$ cat config.mk
export PLATFORM = sky130hd
export DESIGN_NAME = fsmc_bus_slave
export DESIGN_NICKNAME = d
export VERILOG_FILES = /design/src/rtl/fsmc_pkg.sv /design/src/rtl/fsmc_bus_slave_sync_chain.sv /design/src/rtl/fsmc_bus_slave.sv
export SDC_FILE = /design/constraint.sdc
export NUM_CORES = 1
export LEC_CHECK = 0
export BUFFER_PORTS_ARGS = -buffer_cell sky130_fd_sc_hd__buf_2
export CORE_ASPECT_RATIO = 0.6
export CORE_MARGIN = 8
export CORE_UTILIZATION = 29
export DETAILED_ROUTE_END_ITERATION = 16
export GPL_TIMING_DRIVEN = 0
export HOLD_SLACK_MARGIN = 0.15
export SETUP_SLACK_MARGIN = 0.5
export SLEW_MARGIN = 10
export SYNTH_ARGS = -nofsm -noshare
export SYNTH_HDL_FRONTEND = slang
export SYNTH_HIERARCHICAL = 1
export SYNTH_SLANG_ARGS = --single-unit
$ cat constraint.sdc
create_clock -name clk -period 2.2 [get_ports clk]
set_input_delay 0 -clock clk [delete_from_list [all_inputs] [get_ports clk]]
set_output_delay 0 -clock clk [all_outputs]
set_load 0.02 [all_outputs]
$ cat src/rtl/fsmc_pkg.sv
// Shared definitions for the FSMC clocked bus slave.
package fsmc_pkg;

  // One-hot transaction state encoding.
  typedef enum logic [3:0] {
    IDLE     = 4'b0001,
    WRITE    = 4'b0010,
    RD_WAIT  = 4'b0100,
    RD_DRIVE = 4'b1000
  } fsmc_state_t;

  // Wide all-ones pattern; the top slices it to DATW for the read-timeout value.
  localparam logic [255:0] TIMEOUT_DATA_DFLT = '1;

  // Width of the saturating abort counter.
  localparam int unsigned ABORT_W = 8;

endpackage

$ cat src/rtl/fsmc_bus_slave_sync_chain.sv
// Multi-flop synchroniser for W independent single-bit asynchronous signals.
module sync_chain #(
  parameter int unsigned   W         = 1,
  parameter int unsigned   STAGES    = 2,
  parameter logic [W-1:0]  RESET_VAL = '0
) (
  input  logic         clk,
  input  logic         rst_n,
  input  logic [W-1:0] d,
  output logic [W-1:0] q
);

  logic [STAGES-1:0][W-1:0] chain;

  // Shift the asynchronous inputs through STAGES flops.
  always_ff @(posedge clk or negedge rst_n) begin
    if (!rst_n) begin
      chain <= {STAGES{RESET_VAL}};
    end else begin
      chain <= {chain[STAGES-2:0], d};
    end
  end

  assign q = chain[STAGES-1];

endmodule

$ cat src/rtl/fsmc_bus_slave.sv
// FSMC clocked bus slave: synchronises the FSMC strobes, emits single-cycle
// write/read strobes, and drives read data with a variable-latency handshake.
module fsmc_bus_slave
  import fsmc_pkg::*;
#(
  parameter int unsigned      ADRW         = 8,
  parameter int unsigned      DATW         = 16,
  parameter int unsigned      SYNC_STAGES  = 2,
  parameter int unsigned      RD_TIMEOUT   = 15,
  parameter logic [DATW-1:0]  TIMEOUT_DATA = TIMEOUT_DATA_DFLT[DATW-1:0]
) (
  input  logic                 clk,
  input  logic                 nrst,
  input  logic                 aNE,
  input  logic                 aNOE,
  input  logic                 aNWE,
  input  logic [DATW/8-1:0]    aNBL,
  input  logic [ADRW-1:0]      aAn,
  input  logic [DATW-1:0]      aDn,
  output logic                 io_output,
  output logic [DATW-1:0]      io_data,
  output logic [ADRW-1:0]      w_adr,
  output logic [DATW-1:0]      w_data,
  output logic [DATW/8-1:0]    w_be,
  output logic                 do_write,
  output logic [ADRW-1:0]      r_adr,
  output logic                 do_read,
  input  logic [DATW-1:0]      read_data,
  input  logic                 rd_ack,
  output logic                 rd_timeout,
  output logic [ABORT_W-1:0]   abort_cnt
);

  localparam logic [7:0] WAIT_LAST = 8'(RD_TIMEOUT - 1);

  logic [2:0]  s_sync;
  logic        sne, snoe, snwe, e;
  fsmc_state_t state, state_next;
  logic [7:0]  wait_cnt;
  logic        write_go, read_go, abort_go, ack_go, timeout_go;

  sync_chain #(
    .W         (3),
    .STAGES    (SYNC_STAGES),
    .RESET_VAL (3'b111)
  ) u_sync (
    .clk   (clk),
    .rst_n (nrst),
    .d     ({aNWE, aNOE, aNE}),
    .q     (s_sync)
  );

  assign {snwe, snoe, sne} = s_sync;
  assign e = ~sne;

  // Bus is driven only while the synchronised read strobe is still active,
  // so it releases in the same cycle the host release is observed.
  assign io_output = (state == RD_DRIVE) & e & ~snoe;

  // State register.
  always_ff @(posedge clk or negedge nrst) begin
    if (!nrst) state <= IDLE;
    else       state <= state_next;
  end

  // Next-state decode and transaction events.
  always_comb begin
    state_next = state;
    write_go   = 1'b0;
    read_go    = 1'b0;
    abort_go   = 1'b0;
    ack_go     = 1'b0;
    timeout_go = 1'b0;
    case (state)
      IDLE: begin
        if (e && !snwe) begin
          state_next = WRITE;
          write_go   = 1'b1;
        end else if (e && !snoe) begin
          state_next = RD_WAIT;
          read_go    = 1'b1;
        end
      end
      WRITE: begin
        if (!(e && !snwe)) state_next = IDLE;
      end
      RD_WAIT: begin
        if (sne || snoe) begin
          state_next = IDLE;
          abort_go   = 1'b1;
        end else if (rd_ack) begin
          state_next = RD_DRIVE;
          ack_go     = 1'b1;
        end else if (wait_cnt == WAIT_LAST) begin
          state_next = RD_DRIVE;
          timeout_go = 1'b1;
        end
      end
      RD_DRIVE: begin
        if (!(e && !snoe)) state_next = IDLE;
      end
      default: state_next = IDLE;
    endcase
  end

  // Latches, strobes, wait counter and abort counter.
  always_ff @(posedge clk or negedge nrst) begin
    if (!nrst) begin
      w_adr      <= '0;
      w_data     <= '0;
      w_be       <= '0;
      do_write   <= 1'b0;
      r_adr      <= '0;
      do_read    <= 1'b0;
      io_data    <= '0;
      rd_timeout <= 1'b0;
      abort_cnt  <= '0;
      wait_cnt   <= '0;
    end else begin
      do_write   <= write_go;
      do_read    <= read_go;
      rd_timeout <= timeout_go;
      if (write_go) begin
        w_adr  <= aAn;
        w_data <= aDn;
        w_be   <= ~aNBL;
      end
      if (read_go) begin
        r_adr    <= aAn;
        wait_cnt <= '0;
      end else if (state == RD_WAIT) begin
        wait_cnt <= wait_cnt + 8'd1;
      end
      if (ack_go)          io_data <= read_data;
      else if (timeout_go) io_data <= TIMEOUT_DATA;
      if (abort_go && (abort_cnt != '1)) abort_cnt <= abort_cnt + 1'b1;
    end
  end

endmodule

======== After elaboration in Yosys (flattened, before gate mapping) ========
Cells that the tools add are included.
word-level totals
  register bits ........................... 79
  latch bits .............................. 0
  bits in writable memories ............... 0
  bits in read-only memories .............. 0
  bits of input ports ..................... 48
  logic and storage cells ................. 65
  memories kept ........................... 0
cells by class
  add/subtract/negate cells ............... 2
  $mul .................................... 0
  div/mod/pow operators ................... 0
  magnitude comparators ................... 0
  equality and inequality tests ........... 10
  shifts and indexed selects .............. 0
  muxes and demuxes ....................... 26
  bitwise operators ....................... 5
  reduce and logical (&&, ||, !) cells .... 9
operators with widths
  cell                                                  number
  2-to-1 mux 16 bit                                     2
  2-to-1 mux 4 bit                                      7
  adder 8 x 1 -> 8 bit (second input constant)          2
  2-to-1 mux 8 bit                                      2
  case mux 4 bit (4 select lines)                       1
  2-to-1 mux 1 bit                                      14
  equality test 8 x 4 -> 1 bit (second input constant)  1
  inequality test 8 bit (second input constant)         1
  equality test 4 x 1 -> 1 bit (second input constant)  1
  equality test 4 x 2 -> 1 bit (second input constant)  1
  equality test 4 x 3 -> 1 bit (second input constant)  1
  equality test 4 bit (second input constant)           1
  inequality test 2 bit (second input constant)         2
  inequality test 4 bit (second input constant)         1
  AND reduction 4 bit                                   1
  nonzero test 2 bit                                    2
  logical AND 1 bit                                     3
  inequality test 3 bit (second input constant)         1
  AND 1 bit                                             2
  zero test 1 bit                                       2
  NOT 1 bit                                             2
  NOT 2 bit                                             1
  logical OR 1 bit                                      1

======== Logic depth before layout (Yosys ltp) ========
  depth in word-level cells ............... 7
  gate-level depth with buffers ........... 7

======== By module ========
Netlist, hierarchy kept.
modules (own cells, without submodules)
  module          instances  cells each  area an instance (um^2)  seq. area each (um^2)
  fsmc_bus_slave  1          277         3,070.4                  1,828.0
  sync_chain      1          9           180.2                    157.7

======== Least setup slack after synthesis ========
OpenSTA, ideal clock, no wires.
  path type ............................... reg-to-reg
  start point ............................. register state[3]
  end point ............................... register w_adr[4]
  library setup time ...................... 0.125 ns
  arrival ................................. 1.745 ns
  required time ........................... 2.075 ns
  setup slack ............................. 0.330 ns
  stages on the path, launching flop included .. 6
  path through ............................ dfrtp_1 > or3_4 > or3_4 > buf_6 > buf_6 > mux2_4
on the way
  cells in the longest elaborated chain, start to end .. 2
ends and longest elaborated chain
  what                          line                   RTL
  from (decl)                   fsmc_bus_slave.sv:38   fsmc_state_t state, state_next;
  from (signal assigned)        fsmc_bus_slave.sv:63   else state <= state_next;
  equality test 4 x 1 -> 1 bit  fsmc_bus_slave.sv:74   case (state)
  2-to-1 mux 1 bit              fsmc_bus_slave.sv:74
  to (signal assigned)          fsmc_bus_slave.sv:124  w_adr <= aAn;
  to (decl)                     fsmc_bus_slave.sv:22   output logic [ADRW-1:0] w_adr,
No other way between the ends.
A chain may end at the register's enable or synchronous reset.

======== Worst setup path after layout ========
  start point ............................. register u_sync.chain (netlist bit u_sync/q[2])
  end point ............................... register w_adr[5]
on the way
  cells in the longest elaborated chain, start to end .. 4
ends and longest elaborated chain
  what                    line                             RTL
  from (decl)             fsmc_bus_slave_sync_chain.sv:13  logic [STAGES-1:0][W-1:0] chain;
  from (signal assigned)  fsmc_bus_slave_sync_chain.sv:18  chain <= {STAGES{RESET_VAL}};
  from (signal assigned)  fsmc_bus_slave_sync_chain.sv:20  chain <= {chain[STAGES-2:0], d};
  zero test 1 bit         fsmc_bus_slave.sv:76             if (e && !snwe) begin
  logical AND 1 bit       fsmc_bus_slave.sv:76
  2-to-1 mux 1 bit        fsmc_bus_slave.sv:76
  2-to-1 mux 1 bit        fsmc_bus_slave.sv:74
No other way between the ends.

==> metrics.yaml <==
placed_cell_area_um2: 4010
synthesis.nets: 337
wl_per_cell_um: 14.4
cts-root-buf: "clkbuf_16"
die-area_um2: 15000
grt_max_degree: 59
std_cell_rows: 30
synth.distinct_cells: 38
route.detailed.drc: 0
hpwl_um: 5770
via_per_inst: 4.36
start_util: 0.293
p_total_w: 0.00448
cts.sinks: 79
grt_pass1_wl_um: 14600
r2r_slack_ns: 0.35
synthDominantCellAreaShare: 0.554
fin_area_um2: 5150
drv_cap: 0
nets: 525
port_buffers: 109
syn_inst: 286
finalCriticalPeriod_ns: 1.85
rsz0062_at_grt: "true"
die_x_um: 153
fin_ws_ns: 0.347
fillers: 993
hold_viol: 0
fin_skew_ns: 0.00749
finalSetupViolations: 0
synth_ff_type: "dfrtp_1"
mappedNetlistArea_um2: 3250
hold_path_depth: 2
worstPathMaxFanout: 5
slew_viol_final: 0
core_area_um2: 11100
dp.cells: 540
finalSetupTns_ns: 0
leakage_nw: 2.62
htreeDepth: 3
globalplace.congestion: 0.743
wirelength_um: 8950
tightest_slew_ns: 0.394
path_class: "reg -> reg"
cp.arrival_ns: 2.07
post_synth.cell_area_avg_um2: 11.4
reg2reg_depth: 6
fmax_mhz: 540
fin_cells: 623
n_antenna_cell: 0
yosysMostFrequentCell: "dfrtp_1"
synth_fa_ha_area_frac: 0.0115
synth_top_cell_by_area: "dfrtp_1"
cts_tree: "done"
synthXorXnorAreaFrac: 0.0296
synth_compound_area_frac: 0.0420
cts.reportedPaths.clkPinSlew_ns: 0.06
cts_buffer_depth: 2
grt_pass1_vias: 2855
cp.required_ns: 2.42
drt_iter0_drc: 135
finalCritPeriodShare: 0.842
antenna_left: 0
grt_remaining_overflow: 0
yosys-top-cells-area: "dfrtp_1, mux2_2, nand2_1"
antenna_found_initial: 0
place_ws_ns: 0.0581
drive_above_1_share: 0.445
whs_endpoint: "u_sync/chain[1]"
powerDensity_nw_per_um2: 869
synth_edf_count: 0
slew_headroom: 0.735
ys_warn_count: 6
grt_usage: 0.120
synthToLayoutAreaGrowth_pct: 58.5
endpoint_kind: "flop"
worstHoldStart: "aNOE"
ios: 110
yosysSeqAreaShare: 0.611
synth_top_family_by_area: "simple AND/OR/NAND/NOR gates"
synth_mux_area_frac: 0.0955
dr_total_vias: 2718
synthArstFlopShare: 1.00
start_kind: "flop"
synth-seq-cells: 79
worstHoldPathType: "in -> reg"
die_h_um: 98.0
ir_drop_v: 0.000368
dr.pass1.iters: 6
multi_input_area_um2: 1270
regArea_um2: 1990
cts_inserted_buffers: 9
rr_startpoint: "u_sync/q[2]"
synth-simple-area-share: 0.180
worstSkewPairLatency_ns: 0.33
yosys-top-cells-count: "dfrtp_1, nand2_1, nor2_1"
reg2reg_to: "w_adr[5]"
outcome: "finished, final reports clean"
==> where the power goes <==
group	switching [W]	internal (W)	total [W]	leakage [nW]
combinational	0.000581	0.000463	0.00104	1.47
clock	0.000576	0.00102	0.00160	0.156
sequential	0.000137	0.00169	0.00183	0.993
total	0.00130	0.00318	0.00448	2.62
==> flip-flops by register name (all words and copies together), names as in the netlist <==
name	flops
abort_cnt	8
w_data	16
do_read	1
w_be	2
rd_timeout	1
io_data	16
w_adr	8
u_sync/chain	3
state	4
do_write	1
u_sync/q	3
r_adr	8
wait_cnt	8
==> stage by stage <==
stage	hold WS, ns	utilization
6_report	0.309	0.464
4_1_cts	0.216	0.446
3_5_place_dp	-0.0814	0.361
3_3_place_gp	0.105	0.358
2_1_floorplan	-0.296	-
5_1_grt	0.306	0.464
==> worst max path at each step <==
stage / startpoint / endpoint / slack, ns / cells past startpoint
CTS: u_sync/q[2] / w_adr[5] / 0.32 / 6
global route: state[0] / w_data[15] / 0.31 / 5
detailed placement: wait_cnt[0] / io_data[11] / 0.06 / 7
global placement: wait_cnt[0] / io_data[11] / 0.11 / 7
floorplan: state[3] / w_adr[4] / 0.35 / 5
finish: u_sync/q[2] / w_adr[5] / 0.35 / 6
==> kinds of logic (layout without fill, tap and decap cells) <==
kind of cell	count (synthesis)	count (layout)
flip-flops	79	79
AND/OR/NAND/NOR	123	123
multiplexers	26	26
adder cells (fa/ha/maj)	3	3
XOR/XNOR	11	11
buffers and inverters	19	212
AO/OA/AOI/OAI	25	25
==> worst max-delay path: stages (launching register included) <==
cell and delay, ns:
dfstp_2 0.36, buf_6 0.11, or3_4 0.33, or3_4 0.37, buf_8 0.15, buf_8 0.13, mux2_4 0.29
==> layer usage <==
layer  wire length [um]  global-route usage
met5                  0                   0
met4                 77              0.0333
met3                740              0.0586
met2               3910               0.178
met1               4220               0.153
==> layout by cell type (no fill, tap or decap), drive strengths merged, types with 2 or more instances in the layout <==
| cell | count |
|---|---|
| a21oi | 15 |
| buf | 137 |
| bufinv | 2 |
| clkbuf | 16 |
| clkinv | 2 |
| dfrtp | 72 |
| dfstp | 7 |
| dlygate4sd3 | 48 |
| ha | 3 |
| inv | 6 |
| mux2 | 25 |
| nand2 | 53 |
| nand2b | 4 |
| nand3 | 11 |
| nand4 | 3 |
| nor2 | 31 |
| nor2b | 3 |
| nor3 | 4 |
| nor4 | 4 |
| o21ai | 6 |
| or3 | 3 |
| xnor2 | 5 |
| xor2 | 6 |
==> cell type report <==
cell class	count	area share
clock buffer	11	0.0471
multi-input combinational	188	0.247
timing repair buffer	177	0.241
sequential	79	0.386
buffer	13	0.0233
inverter	6	0.00437
clock inverter	5	0.0158
tap	144	0.0350
==> repair_timing <==
action,in CTS,in global routing
setup buffers,9,9
hold buffers,48,1
gates cloned,0,1
pin swaps,5,14
setup endpoints to repair,57,75
resized for setup,20,29
hold endpoints to repair,127,21
Note: power is estimated with default switching activity, not from simulation.
